--- config.mk ---
export PLATFORM = sky130hd
export DESIGN_NAME = hud_cell_strip
export DESIGN_NICKNAME = d
export VERILOG_FILES = /design/src/rtl/hud_pkg.sv /design/src/rtl/hud_blink_fsm.sv /design/src/rtl/hud_cell_strip.sv
export SDC_FILE = /design/constraint.sdc
export NUM_CORES = 1
export LEC_CHECK = 0
export CORE_MARGIN = 8
export CORE_UTILIZATION = 56
export CTS_CLUSTER_DIAMETER = 60
export DETAILED_ROUTE_END_ITERATION = 10
export GPL_TIMING_DRIVEN = 1
export HOLD_SLACK_MARGIN = 0.08
export PLACE_DENSITY = 0.86
export SYNTH_ARGS = -nofsm -noshare
export SYNTH_HDL_FRONTEND = slang
export SYNTH_SLANG_ARGS = --single-unit
--- constraint.sdc ---
create_clock -name clk -period 8.8 [get_ports clk]
set_input_delay 1.76 -clock clk [delete_from_list [all_inputs] [get_ports clk]]
set_output_delay 1.76 -clock clk [all_outputs]
set_load 0.005 [all_outputs]
--- src/rtl/hud_pkg.sv ---
// Shared types and helpers for the HUD cell strip object.
package hud_pkg;

    localparam int PIX_W = 11;

    typedef enum logic [1:0] {
        BLINK_IDLE,
        BLINK_OFF,
        BLINK_ON
    } blink_state_t;

    function automatic logic [3:0] clamp_count(input logic [3:0] target, input logic [3:0] max);
        return (target > max) ? max : target;
    endfunction

endpackage

--- src/rtl/hud_blink_fsm.sv ---
// Retriggerable blink sequencer: OFF/ON half-periods counted in frame ticks.
module hud_blink_fsm
    import hud_pkg::*;
#(
    parameter int BLINK_FRAMES  = 8,
    parameter int BLINK_REPEATS = 3
) (
    input  logic clk,
    input  logic reset,
    input  logic enable,
    input  logic frameTick,
    input  logic flash,
    output logic blankN,
    output logic active
);

    localparam int HW = $clog2(BLINK_FRAMES + 1);
    localparam int RW = $clog2(BLINK_REPEATS + 1);

    blink_state_t  state, state_next;
    logic [HW-1:0] half_cnt, half_next;
    logic [RW-1:0] rep_cnt, rep_next;

    always_ff @(posedge clk) begin
        if (reset) begin
            state    <= BLINK_IDLE;
            half_cnt <= '0;
            rep_cnt  <= '0;
        end else begin
            state    <= state_next;
            half_cnt <= half_next;
            rep_cnt  <= rep_next;
        end
    end

    // A flash takes priority over a coincident frame tick, which is then dropped.
    always_comb begin
        state_next = state;
        half_next  = half_cnt;
        rep_next   = rep_cnt;
        if (enable) begin
            if (flash) begin
                state_next = BLINK_OFF;
                half_next  = '0;
                rep_next   = '0;
            end else if (frameTick) begin
                unique case (state)
                    BLINK_OFF: begin
                        if (half_cnt == HW'(BLINK_FRAMES - 1)) begin
                            half_next  = '0;
                            state_next = BLINK_ON;
                        end else begin
                            half_next = half_cnt + 1'b1;
                        end
                    end
                    BLINK_ON: begin
                        if (half_cnt == HW'(BLINK_FRAMES - 1)) begin
                            half_next = '0;
                            if (rep_cnt == RW'(BLINK_REPEATS - 1)) begin
                                rep_next   = '0;
                                state_next = BLINK_IDLE;
                            end else begin
                                rep_next   = rep_cnt + 1'b1;
                                state_next = BLINK_OFF;
                            end
                        end else begin
                            half_next = half_cnt + 1'b1;
                        end
                    end
                    default: ;
                endcase
            end
        end
    end

    assign blankN = (state != BLINK_OFF);
    assign active = (state != BLINK_IDLE);

endmodule

--- src/rtl/hud_cell_strip.sv ---
// Row/column of identical HUD cells with per-frame origin latch, animated count and blink.
module hud_cell_strip
    import hud_pkg::*;
#(
    parameter int CELL_W        = 16,
    parameter int CELL_H        = 16,
    parameter int GAP           = 0,
    parameter int NUM_CELLS     = 6,
    parameter int IDX_W         = 3,
    parameter int VERTICAL      = 0,
    parameter int INIT_COUNT    = 3,
    parameter int STEP_FRAMES   = 4,
    parameter int BLINK_FRAMES  = 8,
    parameter int BLINK_REPEATS = 3
) (
    input  logic                    clk,
    input  logic                    reset,
    input  logic                    enable,
    input  logic                    startOfFrame,
    input  logic signed [PIX_W-1:0] pixelX,
    input  logic signed [PIX_W-1:0] pixelY,
    input  logic signed [PIX_W-1:0] topLeftX,
    input  logic signed [PIX_W-1:0] topLeftY,
    input  logic [3:0]              targetCount,
    input  logic                    flash,
    output logic                    drawingRequest,
    output logic [IDX_W-1:0]        cellIndex,
    output logic [PIX_W-1:0]        offsetX,
    output logic [PIX_W-1:0]        offsetY,
    output logic [3:0]              shownCount,
    output logic                    busy
);

    localparam int REL_W  = PIX_W + 1;
    localparam int PITCH  = CELL_W + GAP;
    localparam int STEP_W = $clog2(STEP_FRAMES + 1);
    localparam logic signed [REL_W-1:0] CROSS_LIM = REL_W'(CELL_H);

    logic signed [PIX_W-1:0] tl_x, tl_y;
    logic [STEP_W-1:0]       step_cnt;
    logic [3:0]              tgt;
    logic                    blank_n, blink_active;

    assign tgt = clamp_count(targetCount, 4'(NUM_CELLS));

    hud_blink_fsm #(
        .BLINK_FRAMES (BLINK_FRAMES),
        .BLINK_REPEATS(BLINK_REPEATS)
    ) u_blink (
        .clk      (clk),
        .reset    (reset),
        .enable   (enable),
        .frameTick(startOfFrame),
        .flash    (flash),
        .blankN   (blank_n),
        .active   (blink_active)
    );

    always_ff @(posedge clk) begin
        if (reset) begin
            tl_x       <= '0;
            tl_y       <= '0;
            step_cnt   <= '0;
            shownCount <= 4'(INIT_COUNT);
        end else begin
            if (startOfFrame) begin
                tl_x <= topLeftX;
                tl_y <= topLeftY;
            end
            if (shownCount == tgt) begin
                step_cnt <= '0;
            end else if (enable && startOfFrame) begin
                if (step_cnt == STEP_W'(STEP_FRAMES - 1)) begin
                    step_cnt   <= '0;
                    shownCount <= (shownCount < tgt) ? shownCount + 4'd1 : shownCount - 4'd1;
                end else begin
                    step_cnt <= step_cnt + 1'b1;
                end
            end
        end
    end

    assign busy = (shownCount != tgt) || blink_active;

    // 12-bit signed differences so pixels before the origin stay negative instead of wrapping.
    logic signed [REL_W-1:0] rel_x, rel_y, rel_main, rel_cross;
    logic                    cross_ok;

    assign rel_x     = {pixelX[PIX_W-1], pixelX} - {tl_x[PIX_W-1], tl_x};
    assign rel_y     = {pixelY[PIX_W-1], pixelY} - {tl_y[PIX_W-1], tl_y};
    assign rel_main  = (VERTICAL != 0) ? rel_y : rel_x;
    assign rel_cross = (VERTICAL != 0) ? rel_x : rel_y;
    assign cross_ok  = !rel_cross[REL_W-1] && (rel_cross < CROSS_LIM);

    logic [NUM_CELLS-1:0] cell_hit;

    for (genvar k = 0; k < NUM_CELLS; k++) begin : g_cell
        localparam logic signed [REL_W-1:0] LO = REL_W'(k * PITCH);
        localparam logic signed [REL_W-1:0] HI = REL_W'(k * PITCH + CELL_W);
        assign cell_hit[k] = (4'(k) < shownCount) && (rel_main >= LO) && (rel_main < HI) && cross_ok;
    end

    logic             hit;
    logic [IDX_W-1:0] hit_idx;
    logic [PIX_W-1:0] hit_lo, off_main;

    always_comb begin
        hit     = 1'b0;
        hit_idx = '0;
        hit_lo  = '0;
        for (int unsigned k = 0; k < NUM_CELLS; k++) begin
            if (cell_hit[k] && !hit) begin
                hit     = 1'b1;
                hit_idx = IDX_W'(k);
                hit_lo  = PIX_W'(k * PITCH);
            end
        end
    end

    assign off_main = rel_main[PIX_W-1:0] - hit_lo;

    always_ff @(posedge clk) begin
        if (reset || !enable || !hit || !blank_n) begin
            drawingRequest <= 1'b0;
            cellIndex      <= '0;
            offsetX        <= '0;
            offsetY        <= '0;
        end else begin
            drawingRequest <= 1'b1;
            cellIndex      <= hit_idx;
            offsetX        <= (VERTICAL != 0) ? rel_cross[PIX_W-1:0] : off_main;
            offsetY        <= (VERTICAL != 0) ? off_main : rel_cross[PIX_W-1:0];
        end
    end

endmodule
* Yosys cells after proc, flatten, opt, wreduce, memory -nomap -nowiden
Cells that the tools add are included.
W data, S select, Z words.
** Cells by class
- Add/subtract/negate cells :: 8
- Magnitude comparators :: 21
- Equal/unequal tests :: 10
- Mux-type cells :: 35
- Bitwise operators :: 1
- Reduce and logical (&&, ||, !) cells :: 51
** Operators by type and width (number)
- $mux W11 :: 4
- $lt A12 B8 Y1 const B :: 3
- $logic_and A1 B1 Y1 :: 25
- $ge A12 B7 Y1 const B :: 2
- $ge A12 B8 Y1 const B :: 2
- $lt A12 B6 Y1 const B :: 2
- $lt A12 B7 Y1 const B :: 2
- $mux W4 :: 6
- $sub A11 B11 Y12 :: 2
- $mux W2 :: 9
- $mux W3 :: 5
- $ge A12 B1 Y1 const B :: 1
- $ge A12 B6 Y1 const B :: 1
- $sub A11 B11 Y11 :: 1
- $reduce_bool A2 Y1 :: 5
- $logic_not A1 Y1 :: 9
- $mux W1 :: 9
- $add A4 B1 Y4 const B :: 2
- $lt A1 B4 Y1 const A :: 2
- $lt A2 B4 Y1 const A :: 2
- $lt A3 B4 Y1 const A :: 2
- $ne A3 B2 Y1 const B :: 2
- $reduce_and A3 Y1 :: 2
- $mux W5 :: 1
- other kinds (20) :: 25
** Word-level totals
- Bits in registers :: 63
- Input port bits :: 53
- Output and inout bits :: 31
- Word-level logic and storage cells :: 138

* Depth between registers and ports, before layout
Gate-level depths: netlist of the first run.
- Depth after elaboration :: 25
- Depth in mapped cells :: 18
- Gate-level depth less buffers :: 18

* Cells and area by module
From an unflattened synthesis of the first run, not the netlist that was laid out.
** Unflattened totals
- Cell total of the unflattened synthesis :: 427
- Area total of the unflattened synthesis :: 3771.1 µm²
** Modules (own cells, without submodules)
- hud_cell_strip :: instances 1, cells each 371, area each 3278.1 µm², sequential area each 1101.1 µm²
- hud_blink_fsm :: instances 1, cells each 56, area each 493.0 µm², sequential area each 160.2 µm²

* Least setup slack after synthesis of the first run
OpenSTA, ideal clock, no wires.
- Path type :: input to register
- Start :: in pixelX[0]
- End :: reg offsetX[7]
- Library setup time :: 0.126 ns
- Data arrival time :: 4.910 ns
- Required time :: 8.674 ns
- Slack :: 3.764 ns
- Stages on the path :: 17
- Buffers on the path :: 0
- Cells stage by stage :: inv_1 -> ha_1 -> inv_1 -> fa_1 -> a211oi_1 -> o21ai_1 -> o211ai_2 -> xor2_1 -> nand4_2 -> a2111o_1 -> or2_1 -> ha_1 -> a21o_1 -> a21oi_1 -> and3b_1 -> xor2_1 -> nor4_1
** Between the ends
- Cells in the longest elaborated chain, start to end :: 24
- Elaborated cells on any way between the ends :: 56
- Classes of those cells :: 2 x add/sub; 12 x order compare; 11 x mux; 31 x reduce/logical
** Ends and longest elaborated chain
- start: declaration :: RTL line hud_cell_strip.sv:20 : input logic signed [PIX_W-1:0] pixelX,
- $sub A11 B11 Y12 * :: RTL line hud_cell_strip.sv:89 : assign rel_x = {pixelX[PIX_W-1], pixelX} - {tl_x[PIX_W-1], tl_x};
- parallel branches: the longest is 23 deep, another holds $ge A12 B1 Y1
- end signal: assignment :: RTL line hud_cell_strip.sv:131 : offsetX <= (VERTICAL != 0) ? rel_cross[PIX_W-1:0] : off_main;
- end: declaration :: RTL line hud_cell_strip.sv:28 : output logic [PIX_W-1:0] offsetX,
Every way passes the cells marked *.
A chain may end at the register's enable or synchronous reset.

* Worst setup path in the final report of the first run
Ends and elaborated chain as after synthesis.

==> results.sh, run 1 <==
export IMPL_worst_r2r_path_depth=16
export IMPL_setup_violations_final=0
export IMPL_netlist_instances=455
export IMPL_max_slew_worst_pin_slew_ns=0.631
export IMPL_layout_worst_path_cycle_share_pct=66.9
export IMPL_criticalPathCategory="in2reg"
export IMPL_async_flop_share_pct=0
export IMPL_wl_um=9620
export IMPL_first_pass_iters=4
export IMPL_fillers=584
export IMPL_fp_dieH_um=101
export IMPL_post_cts_setup_buffers=0
export IMPL_status="completed"
export IMPL_wl_per_cell_um=14.9
export IMPL_via_count=3555
export IMPL_grtUsageTotal_pct=19.4
export IMPL_synth_edf_count=0
export IMPL_chipWidth_um=101
export IMPL_period_minus_slack_ns=5.89
export IMPL_insertion_delay_ns=0.35
export IMPL_start_kind="input port"
export IMPL_crit_path_max_fanout=19
export IMPL_num_antenna_cells=0
export IMPL_ys_flop_type="dfxtp_1"
export IMPL_ys_types=74
export IMPL_synth_top_area_share_pct=31.2
export IMPL_path_clk_slew_ns=0.08
export IMPL_post_synth_top_area_cell="dfxtp_1"
export IMPL_endpoint_kind="register"
export IMPL_grt_setup_unrepaired="false"
export IMPL_areaGrowthSynthToFinish_pct=28.5
export IMPL_worstReg2RegStart="tl_x[0]"
export IMPL_worst_hold_slack_ns=0.449
export IMPL_yosysSeqAreaShare_pct=31.2
export IMPL_drt_iter0_markers=115
export IMPL_cts_sinks=63
export IMPL_finish_utilization_pct=72.8
export IMPL_start_util_pct=56.6
export IMPL_netlist_area_sq_mm=0.00404
export IMPL_required_ns=9.00
export IMPL_cts_hold_buf=0
export IMPL_max_clock_freq_mhz=170
export IMPL_hold_end="step_cnt[2]"
export IMPL_port_buffers=83
export IMPL_maxCapViolCount=0
export IMPL_num_io_pins=84
export IMPL_grt_pass1_vias=3531
export IMPL_root_buffer="clkbuf_8"
export IMPL_hp_start="step_cnt[2]"
export IMPL_cts_buffers=9
export IMPL_fin_cells=647
export IMPL_reg2reg_to="offsetX[7]"
export IMPL_syn_avg_cell_area_sq_um=8.88
export IMPL_cts_max_level=3
export IMPL_overflow=0
export IMPL_gp_congestion=0.809
export IMPL_final_max_slew_viol_count=0
export IMPL_clock_path_buffers=2
export IMPL_p_per_area_mw_per_mm2=154
export IMPL_finalNetCount=637
export IMPL_ctsResizeCount=0
export IMPL_fp_row_count=31
export IMPL_place_hpwl_um=7180
export IMPL_hold_viol_final=0
export IMPL_ant_nets=0
export IMPL_viasPerCell=5.49
export IMPL_tritoncts="built"
export IMPL_skew_ns=0.00855
export IMPL_yosys_warnings=0
export IMPL_power_leakage_nw=2.12
export IMPL_vdd_ir_drop_worst_mv=0.102
export IMPL_synth_area_top_cells="dfxtp_1, ha_1, mux2i_1"
export IMPL_grt_pass1_wl_um=16000
export IMPL_reg2reg_setup_slack_ns=4.42
export IMPL_core_area_sq_mm=0.00714
export IMPL_ys_ff_latch=63
export IMPL_dp_cells=631
export IMPL_crit_arrival_ns=6.09
export IMPL_dieArea_sq_mm=0.0102
export IMPL_drc=0
export IMPL_antenna_found_initial=0
export IMPL_fin_tns_setup_ns=0
export IMPL_drive_gt1_share_pct=8.58
export IMPL_grt_max_degree=39
export IMPL_hp_class="reg2reg"
export IMPL_whs_path_depth=2
export IMPL_relSlewSlack_pct=57.8
layer usage:
layer / track usage (%) / part of all wire [%] / up-vias
met1: 21.0 / 42 / 1648
li1: - / - / 1796
met2: 35.6 / 51 / 92
met3: 4.49 / 5.2 / 19
met4: 7.56 / 2.0 / 0
met5: 0 / 0 / -
Yosys cell counts, types with 8 or more instances:
| library cell | n |
|---|---|
| a211oi_1 | 8 |
| a21oi_1 | 17 |
| clkbuf_1 | 8 |
| dfxtp_1 | 63 |
| ha_1 | 38 |
| inv_1 | 38 |
| mux2i_1 | 26 |
| nand2_1 | 18 |
| nor2_1 | 62 |
| nor3_1 | 11 |
| nor4_1 | 8 |
| nor4_2 | 10 |
| o21a_1 | 10 |
| o21ai_0 | 15 |
per-stage QoR:
stage	setup WS (ns)	power (mW)	area, sq um
floorplan	3.76	0.457	4070
finish	2.91	0.800	5190
detailed placement	2.70	0.511	4960
CTS	2.92	0.807	5190
global placement	2.78	0.506	4960
global route	2.58	0.842	5190
worst max-delay path by stage:
stage,to,slack [ns],start
floorplan,offsetX[7],3.76,pixelX[0]
global placement,offsetX[7],2.78,pixelX[0]
detailed placement,offsetX[7],2.70,pixelX[0]
CTS,offsetX[7],2.92,pixelX[0]
global route,offsetX[7],2.58,pixelX[0]
finish,offsetX[7],2.91,pixelX[0]
kinds of logic after synthesis:
kind of cell	synth area share [%]
fa+ha+maj	13.2
buf+inv	5.48
mux	6.72
other cells	0.186
compound gates	17.2
xor+xnor	3.96
flops	31.2
simple gates	22.0
state kept, by name (all words and copies together) (netlist names), 3 cells and up:
name and flops:
offsetX 11, offsetY 11, tl_x 11, tl_y 11, shownCount 4, u_blink.half_cnt 4, cellIndex 3, step_cnt 3
cells in the final DEF (no fill, tap or decap), types with 10 or more instances in the layout:
cell type and n:
ha_1 38, o21ai_0 15, nand2_1 18, nor4_2 10, clkdlybuf4s50_1 83, nor2_1 62, nor3_1 11, clkbuf_8 10
mux2i_1 26, o21a_1 10, a21oi_1 17, inv_1 38, dfxtp_1 63
power by group:
group	switching, mW	total (mW)	internal (mW)
sequential	0.00520	0.300	0.295
clock	0.123	0.292	0.169
combinational	0.113	0.208	0.0947
final cells by class:
cell class	instances	area (sq um)	share of cell area, %
clock buffers	10	138	2.65
repair buffers	85	846	16.3
flip-flops and latches	63	1260	24.3
multi-input cells	345	2580	49.7
inverters	39	151	2.91
well taps	99	124	2.38
clock inverters	6	92.6	1.78
critical path: stages:
cell	delay, ns
clkdlybuf4s50_1	0.40
inv_1	0.06
ha_1	0.15
inv_1	0.05
fa_1	0.42
a211oi_1	0.35
o21ai_1	0.15
o211ai_2	0.10
xor2_1	0.25
nand4_2	0.52
a2111o_1	0.53
or2_1	0.26
ha_1	0.29
a21o_1	0.18
a21oi_1	0.13
and3b_1	0.18
xor2_1	0.24
nor4_1	0.09
No activity file was read; power rests on OpenSTA's default activity.
==> run 2: changes to the inputs <==
Settings changed: CORE_UTILIZATION 56 to 52, PLACE_DENSITY 0.86 to 0.81.
Clock period 8.8 ns to 5.7 ns, I/O delays scaled along.
==> run 2 against run 1 <==
Compared with the run above:
- combinational power rose by 54%
- final cell count rose by 0.46%
- critical path depth did not move
- cell area fell by 0.41%
- register-to-register slack got worse by 2.5 ns
- sequential power rose by 54%
- critical path type unchanged
==> results.sh, run 2 (synthesis gave the netlist of run 1 again) <==
export IMPL_cts_sinks=63
export IMPL_crit_path_max_fanout=3
export IMPL_cts_buffers=9
export IMPL_power_leakage_nw=2.11
export IMPL_clock_path_buffers=2
export IMPL_finalNetCount=638
export IMPL_met3_length_um=455
export IMPL_viasPerCell=5.47
export IMPL_layout_worst_path_cycle_share_pct=82.4
export IMPL_grt_max_degree=39
export IMPL_top_layer="met4"
export IMPL_grt_pass1_wl_um=15900
export IMPL_tritoncts="built"
export IMPL_start_util_pct=52.9
export IMPL_fin_tns_setup_ns=0
export IMPL_dieArea_sq_mm=0.0109
export IMPL_chipWidth_um=104
export IMPL_grt_setup_unrepaired="false"
export IMPL_path_clk_slew_ns=0.07
export IMPL_p_per_area_mw_per_mm2=228
export IMPL_maxCapViolCount=0
export IMPL_worst_hold_slack_ns=0.446
export IMPL_gp_congestion=0.806
export IMPL_critPathMaxStageDelay_ns=0.41
export IMPL_num_io_pins=84
export IMPL_post_cts_setup_buffers=0
export IMPL_fillers=648
export IMPL_hp_class="reg2reg"
export IMPL_first_pass_iters=4
export IMPL_ant_nets=0
export IMPL_relSlewSlack_pct=58.6
export IMPL_max_slew_worst_pin_slew_ns=0.619
export IMPL_cts_hold_buf=0
export IMPL_drive_gt1_share_pct=8.39
export IMPL_overflow=0
export IMPL_place_hpwl_um=7090
export IMPL_drt_iter0_markers=110
export IMPL_criticalPathCategory="in2reg"
export IMPL_vdd_ir_drop_worst_mv=0.156
export IMPL_wl_um=9300
export IMPL_num_antenna_cells=0
export IMPL_core_area_sq_mm=0.00765
export IMPL_final_max_slew_viol_count=0
export IMPL_dpl_cell_area_sq_mm=0.00498
export IMPL_root_buffer="clkbuf_8"
export IMPL_endpoint_kind="register"
export IMPL_cts_max_level=3
export IMPL_max_clock_freq_mhz=213
export IMPL_grtUsageTotal_pct=17.2
export IMPL_crit_arrival_ns=4.92
export IMPL_setup_violations_final=0
export IMPL_areaGrowthSynthToFinish_pct=28.0
export IMPL_start_kind="input port"
export IMPL_path_cells="clkdlybuf4s50_1 -> inv_1 -> ha_1 -> inv_1 -> fa_1 -> a211oi_1 -> o21ai_1 -> o211ai_2 -> xor2_1 -> nand4_2 -> a2111o_1 -> or2_1 -> ha_1 -> a21o_1 -> a21oi_1 -> and3b_1 -> xor2_1 -> nor4_1"
export IMPL_fp_row_count=32
export IMPL_ctsResizeCount=0
export IMPL_fin_area_sq_mm=0.00517
export IMPL_wl_met1_um=4090
export IMPL_worst_path_buf_inv=3
export IMPL_fp_dieH_um=104
export IMPL_period_minus_slack_ns=4.70
export IMPL_routed_wl_met2_um=4690
export IMPL_status="completed"
export IMPL_skew_ns=0.0101
export IMPL_hold_viol_final=0
export IMPL_drc=0
export IMPL_wl_per_cell_um=14.3
export IMPL_port_buffers=83
export IMPL_final_cell_mix="clkdlybuf4s50_1, dfxtp_1, nor2_1, inv_1, ha_1"
export IMPL_final_common_cell="clkdlybuf4s50_1"
export IMPL_via_count=3555
export IMPL_crit_family="compound AO/OA/AOI/OAI gates"
export IMPL_required_ns=5.92
export IMPL_antenna_found_initial=0
export IMPL_insertion_delay_ns=0.34
export IMPL_grt_pass1_vias=3483
export IMPL_crit_slowest_cell="fa_1"
[run 2: cell type report]
| cell class | instances | area [sq um] | area share (%) |
|---|---|---|---|
| clock inverter | 3 | 42.5 | 0.822 |
| clock buffer | 12 | 155 | 3.00 |
| sequential | 63 | 1260 | 24.4 |
| inverter | 39 | 151 | 2.93 |
| tap | 102 | 128 | 2.47 |
| timing repair buffer | 86 | 853 | 16.5 |
| multi-input combinational | 345 | 2580 | 49.9 |
[run 2: power by group]
group / switching, mW / internal [mW]
Combinational: 0.173 / 0.146
Clock: 0.175 / 0.223
Sequential: 0.00796 / 0.455
[run 2: tightest hold or removal path, cell delays in order (launching register included)]
cell and delay, ns:
dfxtp_1 0.32, nand2_1 0.05, nor3_1 0.04
[run 2: final timing paths]
path	start	end	slack, ns	depth (start not counted)
worst max-delay path	pixelX[0]	offsetX[7]	1.00	18
worst min-delay path	step_cnt[2]	step_cnt[2]	0.45	2
worst max register to register	tl_x[0]	offsetX[7]	1.90	16
worst min register to register	step_cnt[2]	step_cnt[2]	0.45	2
[run 2: stage by stage]
stage                     power [mW]  util, %  std cells  worst slack (ns)
after detailed placement       0.790     65.1        635             0.726
after global routing            1.25     67.7        650             0.809
final                           1.18     67.7        650              1.00
after floorplan                0.705        -        461              1.28
after global placement         0.781     65.1        635             0.846
after CTS                       1.19     67.7        650              1.03
[run 2: layer usage]
metal  GRT usage, %  vias to the layer above
met1           19.7                     1660
met4           4.45                        0
met2           30.2                       91
li1               -                     1797
met3           5.45                        7
met5              0                        -
